### config.mk
export PLATFORM = sky130hd
export DESIGN_NAME = shift_unit_seq
export DESIGN_NICKNAME = d
export VERILOG_FILES = /design/src/rtl/shift_pkg.sv /design/src/rtl/shift_unit_seq_step.sv /design/src/rtl/shift_unit_seq.sv
export SDC_FILE = /design/constraint.sdc
export NUM_CORES = 1
export LEC_CHECK = 0
export CORE_ASPECT_RATIO = 0.9
export CORE_UTILIZATION = 49
export DETAILED_ROUTE_END_ITERATION = 16
export HOLD_SLACK_MARGIN = 0.12
export PLACE_DENSITY = 0.78
export SLEW_MARGIN = 20
export SYNTH_ARGS = -nofsm -noshare
export SYNTH_HDL_FRONTEND = slang
export SYNTH_HIERARCHICAL = 1
export SYNTH_SLANG_ARGS = --single-unit
### constraint.sdc
create_clock -name clk -period 2 [get_ports clk]
set_input_delay 0.4 -clock clk [delete_from_list [all_inputs] [get_ports clk]]
set_output_delay 0.4 -clock clk [all_outputs]
set_load 0.03 [all_outputs]
### src/rtl/shift_pkg.sv
// Shared encodings, FSM states and step-count helper
// for the iterative shift unit.
package shift_pkg;

  localparam logic [1:0] SH_SLL = 2'b00;
  localparam logic [1:0] SH_SRL = 2'b01;
  localparam logic [1:0] SH_SRA = 2'b11;
  localparam logic [1:0] SH_RSV = 2'b10;

  typedef enum logic [1:0] {
    IDLE,
    BUSY,
    DONE
  } state_t;

  function automatic int calc_nstep(
    input int shamt_w,
    input int bpc
  );
    return (shamt_w + bpc - 1) / bpc;
  endfunction

endpackage

### src/rtl/shift_unit_seq_step.sv
// One log-shifter slice: applies the 2^k shifts selected
// by the shamt bits belonging to the current step.
module shift_step
  import shift_pkg::*;
#(
  parameter int XLEN    = 32,
  parameter int SHAMT_W = 5,
  parameter int BPC     = 1,
  parameter int CNT_W   = 3
) (
  input  logic [XLEN-1:0]    val,
  input  logic [SHAMT_W-1:0] shamt,
  input  logic [CNT_W-1:0]   step,
  input  logic [1:0]         op,
  input  logic               fill,
  output logic [XLEN-1:0]    res
);

  localparam logic [XLEN-1:0] ONES = '1;

  logic [SHAMT_W-1:0] bits;
  int                 base;

  always_comb begin
    base = int'(step) * BPC;
    bits = shamt >> base;
    res  = val;
    for (int k = 0; k < BPC; k++) begin
      if (bits[k]) begin
        unique case (op)
          SH_SLL: res = res << (1 << (base + k));
          SH_SRA: res = (res >> (1 << (base + k)))
                      | ({XLEN{fill}}
                      & ~(ONES >> (1 << (base + k))));
          default: res = res >> (1 << (base + k));
        endcase
      end
    end
  end

endmodule

### src/rtl/shift_unit_seq.sv
// Multi-cycle SLL/SRL/SRA unit with valid/ready on both
// sides, synchronous flush and optional saturation.
module shift_unit_seq
  import shift_pkg::*;
#(
  parameter int XLEN           = 32,
  parameter int SHAMT_W        = $clog2(XLEN),
  parameter int BITS_PER_CYCLE = 1,
  parameter int SATURATE       = 1
) (
  input  logic            clk,
  input  logic            rst_n,
  input  logic            flush,
  input  logic            in_valid,
  output logic            in_ready,
  input  logic [XLEN-1:0] X,
  input  logic [XLEN-1:0] shift,
  input  logic [1:0]      op,
  output logic            out_valid,
  input  logic            out_ready,
  output logic [XLEN-1:0] result,
  output logic            op_err
);

  localparam int NSTEP = calc_nstep(SHAMT_W, BITS_PER_CYCLE);
  localparam int CNT_W = (NSTEP > 1) ? $clog2(NSTEP) : 1;

  state_t             state, state_n;
  logic [XLEN-1:0]    work, step_out;
  logic [1:0]         op_q;
  logic [SHAMT_W-1:0] shamt_q;
  logic [CNT_W-1:0]   cnt;
  logic               big_q, fill_q, err_q;
  logic               last, accept, rsv;

  assign in_ready  = rst_n & (state == IDLE);
  assign out_valid = (state == DONE);
  assign result    = work;
  assign op_err    = err_q;
  assign rsv       = (op == SH_RSV);
  assign accept    = in_valid & in_ready & ~flush;
  assign last      = (state == BUSY)
                   & (cnt == CNT_W'(NSTEP - 1));

  shift_step #(
    .XLEN    (XLEN),
    .SHAMT_W (SHAMT_W),
    .BPC     (BITS_PER_CYCLE),
    .CNT_W   (CNT_W)
  ) u_step (
    .val   (work),
    .shamt (shamt_q),
    .step  (cnt),
    .op    (op_q),
    .fill  (fill_q),
    .res   (step_out)
  );

  always_ff @(posedge clk or negedge rst_n) begin
    if (!rst_n) state <= IDLE;
    else        state <= state_n;
  end

  always_comb begin
    state_n = state;
    unique case (1'b1)
      state == IDLE:
        if (in_valid) state_n = rsv ? DONE : BUSY;
      state == BUSY:
        if (last) state_n = DONE;
      state == DONE:
        if (out_ready) state_n = IDLE;
      default: state_n = IDLE;
    endcase
    if (flush) state_n = IDLE;
  end

  always_ff @(posedge clk or negedge rst_n) begin
    if (!rst_n) begin
      work    <= '0;
      op_q    <= SH_SLL;
      shamt_q <= '0;
      big_q   <= 1'b0;
      fill_q  <= 1'b0;
      cnt     <= '0;
      err_q   <= 1'b0;
    end else if (flush) begin
      err_q <= 1'b0;
    end else begin
      if (accept) begin
        work    <= rsv ? '0 : X;
        op_q    <= op;
        shamt_q <= shift[SHAMT_W-1:0];
        big_q   <= (SATURATE != 0)
                 & (|shift[XLEN-1:SHAMT_W]);
        fill_q  <= X[XLEN-1];
        cnt     <= '0;
        err_q   <= rsv;
      end
      // Oversized shift overrides only the final write.
      if (state == BUSY) begin
        cnt  <= cnt + 1'b1;
        work <= (last && big_q)
              ? {XLEN{fill_q & (op_q == SH_SRA)}}
              : step_out;
      end
      if (state == DONE && out_ready) err_q <= 1'b0;
    end
  end

endmodule

==> impl_metrics.tcl, run 1 <==
set metrics [dict create \
    outcome "finished with violations" \
    failed_checks "negative setup slack" \
    cp_common_cell "buf_6" \
    postSynthAreaPerCell_sq_um 7.55 \
    period_share 1.14 \
    grt_pass1_vias 7878 \
    tns_ns -6.00 \
    die_area_sq_um 12400 \
    cp-end-kind "flop" \
    most-common-layout-cells "buf_4 (177), nand2_1 (86), a21oi_1 (82)" \
    hold_viol_final 0 \
    cts-root-buf "clkbuf_16" \
    max_freq_mhz 439 \
    layout_commonest_cell "buf_4" \
    maxCapViolCount 0 \
    slowest_delay_ns 0.54 \
    final_max_slew_viol_count 0 \
    antenna_found_initial 1 \
    ys_warn_count 6 \
    die_w_microns 117 \
    dr.first_iter.drc_count 1889 \
    vias 8573 \
    path_class "flop to flop" \
    synth_edf_count 0 \
    finalCriticalPeriod_ns 2.28 \
    htreeDepth 2 \
    synth_nets 854 \
    grt_pass1_wl_microns 45300 \
    critPathLaunchType "flop" \
    netlist_area_sq_um 5880 \
    grt.total_usage 0.475 \
    grt_max_degree 48 \
    syn_inst 779 \
    crit_buf_inv 3 \
    fin_skew_ns 0.00683 \
    clk_pin_slew_ns 0.08 \
    critPathArrivalTime_ns 2.48 \
    power_mw 19.5 \
    avgRoutedWirePerCell_microns 26.5 \
    firstDrtPassIters 9 \
    p_per_area_nw_per_um2 2100 \
    io_pins 106 \
    globalRouteOverflowTotal 0 \
    drc 0 \
    peakVddDrop_v 0.00101 \
    power.leakage_nw 3.86 \
    dpl_cell_area_sq_um 8260 \
    min_path_type "primary input to asynchronous set/reset pin" \
    nets 1098 \
    wirelength_microns 31300 \
    initial_utilization 0.508 \
    worst_slack_ns -0.276 \
    viasPerCell 7.26 \
    highest_layer "met4" \
    slew_headroom 0.590 \
    synth-main-ff-cell "dfrtp_1" \
    cp_cell_sequence "buf_8 -> buf_6 -> nor4bb_4 -> buf_6 -> a22o_1 -> o21ai_1 -> a31oi_1 -> nand2_1 -> a221oi_2" \
    ant_nets 0 \
    gp_congestion 1.13 \
    dp.cells 1157 \
    core_sq_um 11600 \
    wl_met1_microns 11600 \
    synth-seq-cells 47 \
    drive_gt1_frac 0.375 \
    worst_pin_slew_ns 0.613 \
    pre_cts_slack_ns -0.522 \
    async_reset_ff_frac 1.00 \
    fin_area_sq_um 9290 \
    synth_cell_types 75 \
    clk_path_buf_depth 2 \
    cts_sinks 47 \
    insertion_delay_ns 0.31 \
    yosysSeqAreaShare 0.200 \
    area_growth_pct 58.1 \
    die_y_microns 106 \
    wl_met3_microns 4840 \
    crit_fanout 7 \
    hpwl_microns 21500 \
    setup_viol 34 \
    port_buffers 105 \
    rows 37 \
    critPathSlowestCell "dfrtp_4" \
    path_delay_family "compound AO/OA/AOI/OAI gates" \
    cts_tree "done" \
    numCtsBuffers 5 \
    crit_required_ns 2.21 \
    stdcell_count 1181 \
    grt_setup_unrepaired "yes" \
    route.met2.wl_microns 13000 \
]
==> sequential cells by signal, indices dropped and copies added (netlist names) <==
signal   count
op_q         2
shamt_q      5
big_q        1
state        2
result      32
op_err       1
cnt          3
fill_q       1
==> through the flow <==
stage | hold slack, ns | utilization
6_report | 0.331 | 0.803
5_1_grt | 0.377 | 0.803
4_1_cts | 0.352 | 0.763
3_5_place_dp | 0.374 | 0.714
3_3_place_gp | 0.360 | 0.714
2_1_floorplan | 0.104 | -
==> path summary, 6_finish.rpt <==
kind                       depth (start not counted)  startpoint  slack, ns          to
max in group asynchronous                          3       rst_n       0.81  result[26]
max                                                9      cnt[0]      -0.28  result[24]
max reg2reg                                        9      cnt[0]      -0.28  result[24]
min reg2reg                                        1  shamt_q[0]       0.57  shamt_q[0]
min                                                3       rst_n       0.33  result[13]
min in group clk                                   1  shamt_q[0]       0.57  shamt_q[0]
==> worst reg2reg max path, stage by stage (launching register included) <==
cell	delay [ns]
dfrtp_4	0.54
buf_8	0.17
buf_6	0.14
nor4bb_4	0.28
buf_6	0.21
a22o_1	0.19
o21ai_1	0.09
a31oi_1	0.15
nand2_1	0.10
a221oi_2	0.31
==> metal layers <==
metal	vias up	GRT usage
met4	0	0.244
met1	3997	0.646
met5	-	0
met3	210	0.114
met2	906	0.699
li1	3460	-
==> synth_stat cells (7+ instances only) <==
cell type	n	area, sq um
a211o_1	7	61.3
a211oi_1	19	143
a21oi_1	91	455
a221oi_1	19	166
a221oi_2	19	285
a22oi_1	14	105
a31oi_1	16	100
buf_2	35	175
buf_4	17	128
buf_6	10	113
clkbuf_1	26	97.6
dfrtp_1	47	1180
inv_1	15	56.3
mux2_2	12	135
mux2i_1	14	140
nand2_1	88	330
nand2b_1	21	131
nand3_1	16	80.1
nor2_1	63	236
nor2b_1	24	150
nor3_1	14	70.1
nor4_1	8	50.1
o211ai_1	8	60.1
o21ai_0	43	215
o221ai_1	9	78.8
o22ai_1	9	56.3
o31ai_1	7	52.6
==> power by group <==
part	leakage, nW	internal [mW]	switching [mW]	total, mW
clock	0.0742	0.471	0.464	0.935
sequential	0.547	1.36	0.982	2.34
combinational	3.24	7.19	9.04	16.2
==> timing repair <==
action / in CTS / in global routing
cloned: 1 / 0
pin swaps: 13 / 37
setup buffers: 8 / 6
hold buffers: 1 / 0
setup endpoints to repair: 49 / 41
hold endpoints to repair: 11 / 0
resized for setup: 101 / 103
==> logic make-up after synthesis <==
family                   synth area share
AND/OR/NAND/NOR                     0.229
adder cells (fa/ha/maj)           0.00851
multiplexers                       0.0717
flip-flops                          0.200
buffers and inverters              0.0975
XOR/XNOR                          0.00149
AO/OA/AOI/OAI                       0.391
==> final cells by class <==
cell class	count	area [sq um]
Multi-Input combinational cell	628	4720
Timing Repair Buffer	325	2980
Fill cell	752	2280
Sequential cell	47	1180
Tap cell	156	195
Clock buffer	5	125
Inverter	16	63.8
Clock inverter	3	22.5
Antenna cell	1	2.50
Power figures use the tool's default switching activity.
==> run 2: changes to the inputs <==
--- a/config.mk
+++ b/config.mk
@@ -5,6 +5,7 @@
 export SDC_FILE = /design/constraint.sdc
 export NUM_CORES = 1
 export LEC_CHECK = 0
+export CAP_MARGIN = 0
 export CORE_ASPECT_RATIO = 0.9
 export CORE_UTILIZATION = 49
 export DETAILED_ROUTE_END_ITERATION = 16
==> results of run 2 <==
Final layout, timing and power as in run 1 (identical DEF).
==> run 3: changes to the inputs <==
--- a/config.mk
+++ b/config.mk
@@ -16,3 +16,4 @@
 export SYNTH_HDL_FRONTEND = slang
 export SYNTH_HIERARCHICAL = 1
 export SYNTH_SLANG_ARGS = --single-unit
+export TNS_END_PERCENT = 20
==> run 3 against run 2 <==
The run still ends with negative setup slack left. Register-to-register slack barely moved. Routed wire length fell by 4.2%. Count of clock-buffer cells in the layout rose by 1. Critical endpoint is now result[13]. Largest cell class unchanged. Highest routed layer is now met5.
==> impl_metrics.tcl, run 3 (synthesis gave the netlist of run 1 again) <==
set metrics [dict create \
    die_w_microns 117 \
    antenna_found_initial 0 \
    worst_slack_ns -0.267 \
    die_area_sq_um 12400 \
    critPathLaunchType "flop" \
    vias 8281 \
    power.leakage_nw 3.82 \
    dp.cells 1161 \
    numCtsBuffers 5 \
    reg2reg_slack_ns -0.27 \
    gp_congestion 1.11 \
    grt_pass1_vias 7858 \
    tns_ns -5.82 \
    cts-root-buf "clkbuf_16" \
    wirelength_microns 30000 \
    avgRoutedWirePerCell_microns 25.5 \
    ant_nets 0 \
    crit_fanout 15 \
    nets 1092 \
    largest_register_ffs 32 \
    worst_pin_slew_ns 0.644 \
    swShare 0.532 \
    clk_path_buf_depth 2 \
    slew_headroom 0.571 \
    internal_power_mw 8.84 \
    timing.rr.start "cnt[0]" \
    layout_commonest_cell "buf_4" \
    peakVddDrop_v 0.00122 \
    port_buffers 105 \
    grt.total_usage 0.472 \
    grt_setup_unrepaired "yes" \
    cts_sinks 47 \
    hpwl_microns 21500 \
    rows 37 \
    failed_checks "negative setup slack" \
    drc 0 \
    max_freq_mhz 441 \
    die_y_microns 106 \
    fin_skew_ns 0.0152 \
    power.share.sequential 0.123 \
    pwr-share-clk 0.050 \
    final_max_slew_viol_count 0 \
    p_per_area_nw_per_um2 2090 \
    r2r_cells 9 \
    min_path_type "primary input to asynchronous set/reset pin" \
    drive_gt1_frac 0.343 \
    maxCapViolCount 0 \
    setup_viol 34 \
    cts_tree "done" \
    p_comb_frac 0.828 \
    viasPerCell 7.05 \
    cp-end-kind "flop" \
    dr.first_iter.drc_count 1531 \
    firstDrtPassIters 7 \
    globalRouteOverflowTotal 0 \
    n_antenna_cell 0 \
    grt_pass1_wl_microns 44800 \
    critPathArrivalTime_ns 2.48 \
    area_growth_pct 53.9 \
    hold_viol_final 0 \
    most-common-layout-cells "buf_4 (187), nand2_1 (88), a21oi_1 (83)" \
    stdcell_count 1174 \
    htreeDepth 2 \
    switchingPower_mw 10.0 \
    core_sq_um 11600 \
    critPathLaunch "cnt[0]" \
    insertion_delay_ns 0.32 \
    period_share 1.13 \
    path_class "flop to flop" \
    crit_required_ns 2.22 \
    io_pins 106 \
    grt_max_degree 50 \
    clk_pin_slew_ns 0.07 \
    finalCriticalPeriod_ns 2.27 \
    outcome "finished with violations" \
    r2r_end "result[13]" \
    initial_utilization 0.508 \
]
-- run 3: through the flow --
stage | hold slack, ns | setup WS [ns] | utilization | instance area (sq um) | power (mW)
after floorplan | 0.104 | -0.0390 | - | 5890 | 9.51
final | 0.530 | -0.267 | 0.782 | 9050 | 18.9
after detailed placement | 0.231 | -0.404 | 0.724 | 8380 | 15.9
after global routing | 0.519 | -0.324 | 0.782 | 9050 | 19.5
after CTS | 0.511 | -0.207 | 0.755 | 8740 | 17.3
after global placement | 0.226 | -0.359 | 0.724 | 8380 | 15.7
-- run 3: how the worst max path moves through the flow --
stage                            end  slack [ns]  cells past startpoint
final                     result[13]       -0.27                      9
after global routing      result[12]       -0.32                      9
after CTS                 result[12]       -0.21                      9
after detailed placement   result[1]       -0.40                      9
after global placement     result[1]       -0.36                      9
after floorplan           result[12]       -0.04                      9
-- run 3: repair_timing --
action / 4_1_cts / 5_1_grt
cloned: 1 / 1
hold buffers: 1 / 0
setup buffers: 0 / 2
pin swaps: 7 / 16
hold endpoints to repair: 3 / 0
gates resized for setup: 68 / 63
endpoints found under the setup margin: 45 / 44
-- run 3: final cells by class --
class | instances | area, sq um
fill | 819 | 2530
inverter | 16 | 60.1
timing repair buffer | 319 | 2950
multi-input combinational | 628 | 4510
tap | 156 | 195
clock inverter | 2 | 16.3
clock buffer | 6 | 129
sequential | 47 | 1180
-- run 3: worst max-delay path, stage by stage, from the launching register on --
cell	delay (ns)
dfrtp_4	0.50
buf_12	0.18
buf_12	0.16
nand2_1	0.10
a21oi_2	0.18
a221oi_1	0.14
o311ai_1	0.42
buf_4	0.18
nand2_1	0.06
a221oi_2	0.25
-- run 3: power groups by stage --
stage / sequential [mW] / clock, mW / combinational, mW
after floorplan: 2.55 / 0 / 6.96
after CTS: 2.19 / 0.926 / 14.2
after detailed placement: 2.19 / 0 / 13.7
final: 2.32 / 0.936 / 15.6
after global routing: 2.32 / 0.959 / 16.2
after global placement: 2.18 / 0 / 13.5
-- run 3: layer usage --
metal / track usage / routed length, microns / up-vias
met1: 0.631 / 11500 / 3826
met4: 0.236 / 1890 / 2
met2: 0.686 / 12300 / 806
met3: 0.147 / 4300 / 208
met5: 0 / 24 / -
li1: - / - / 3439
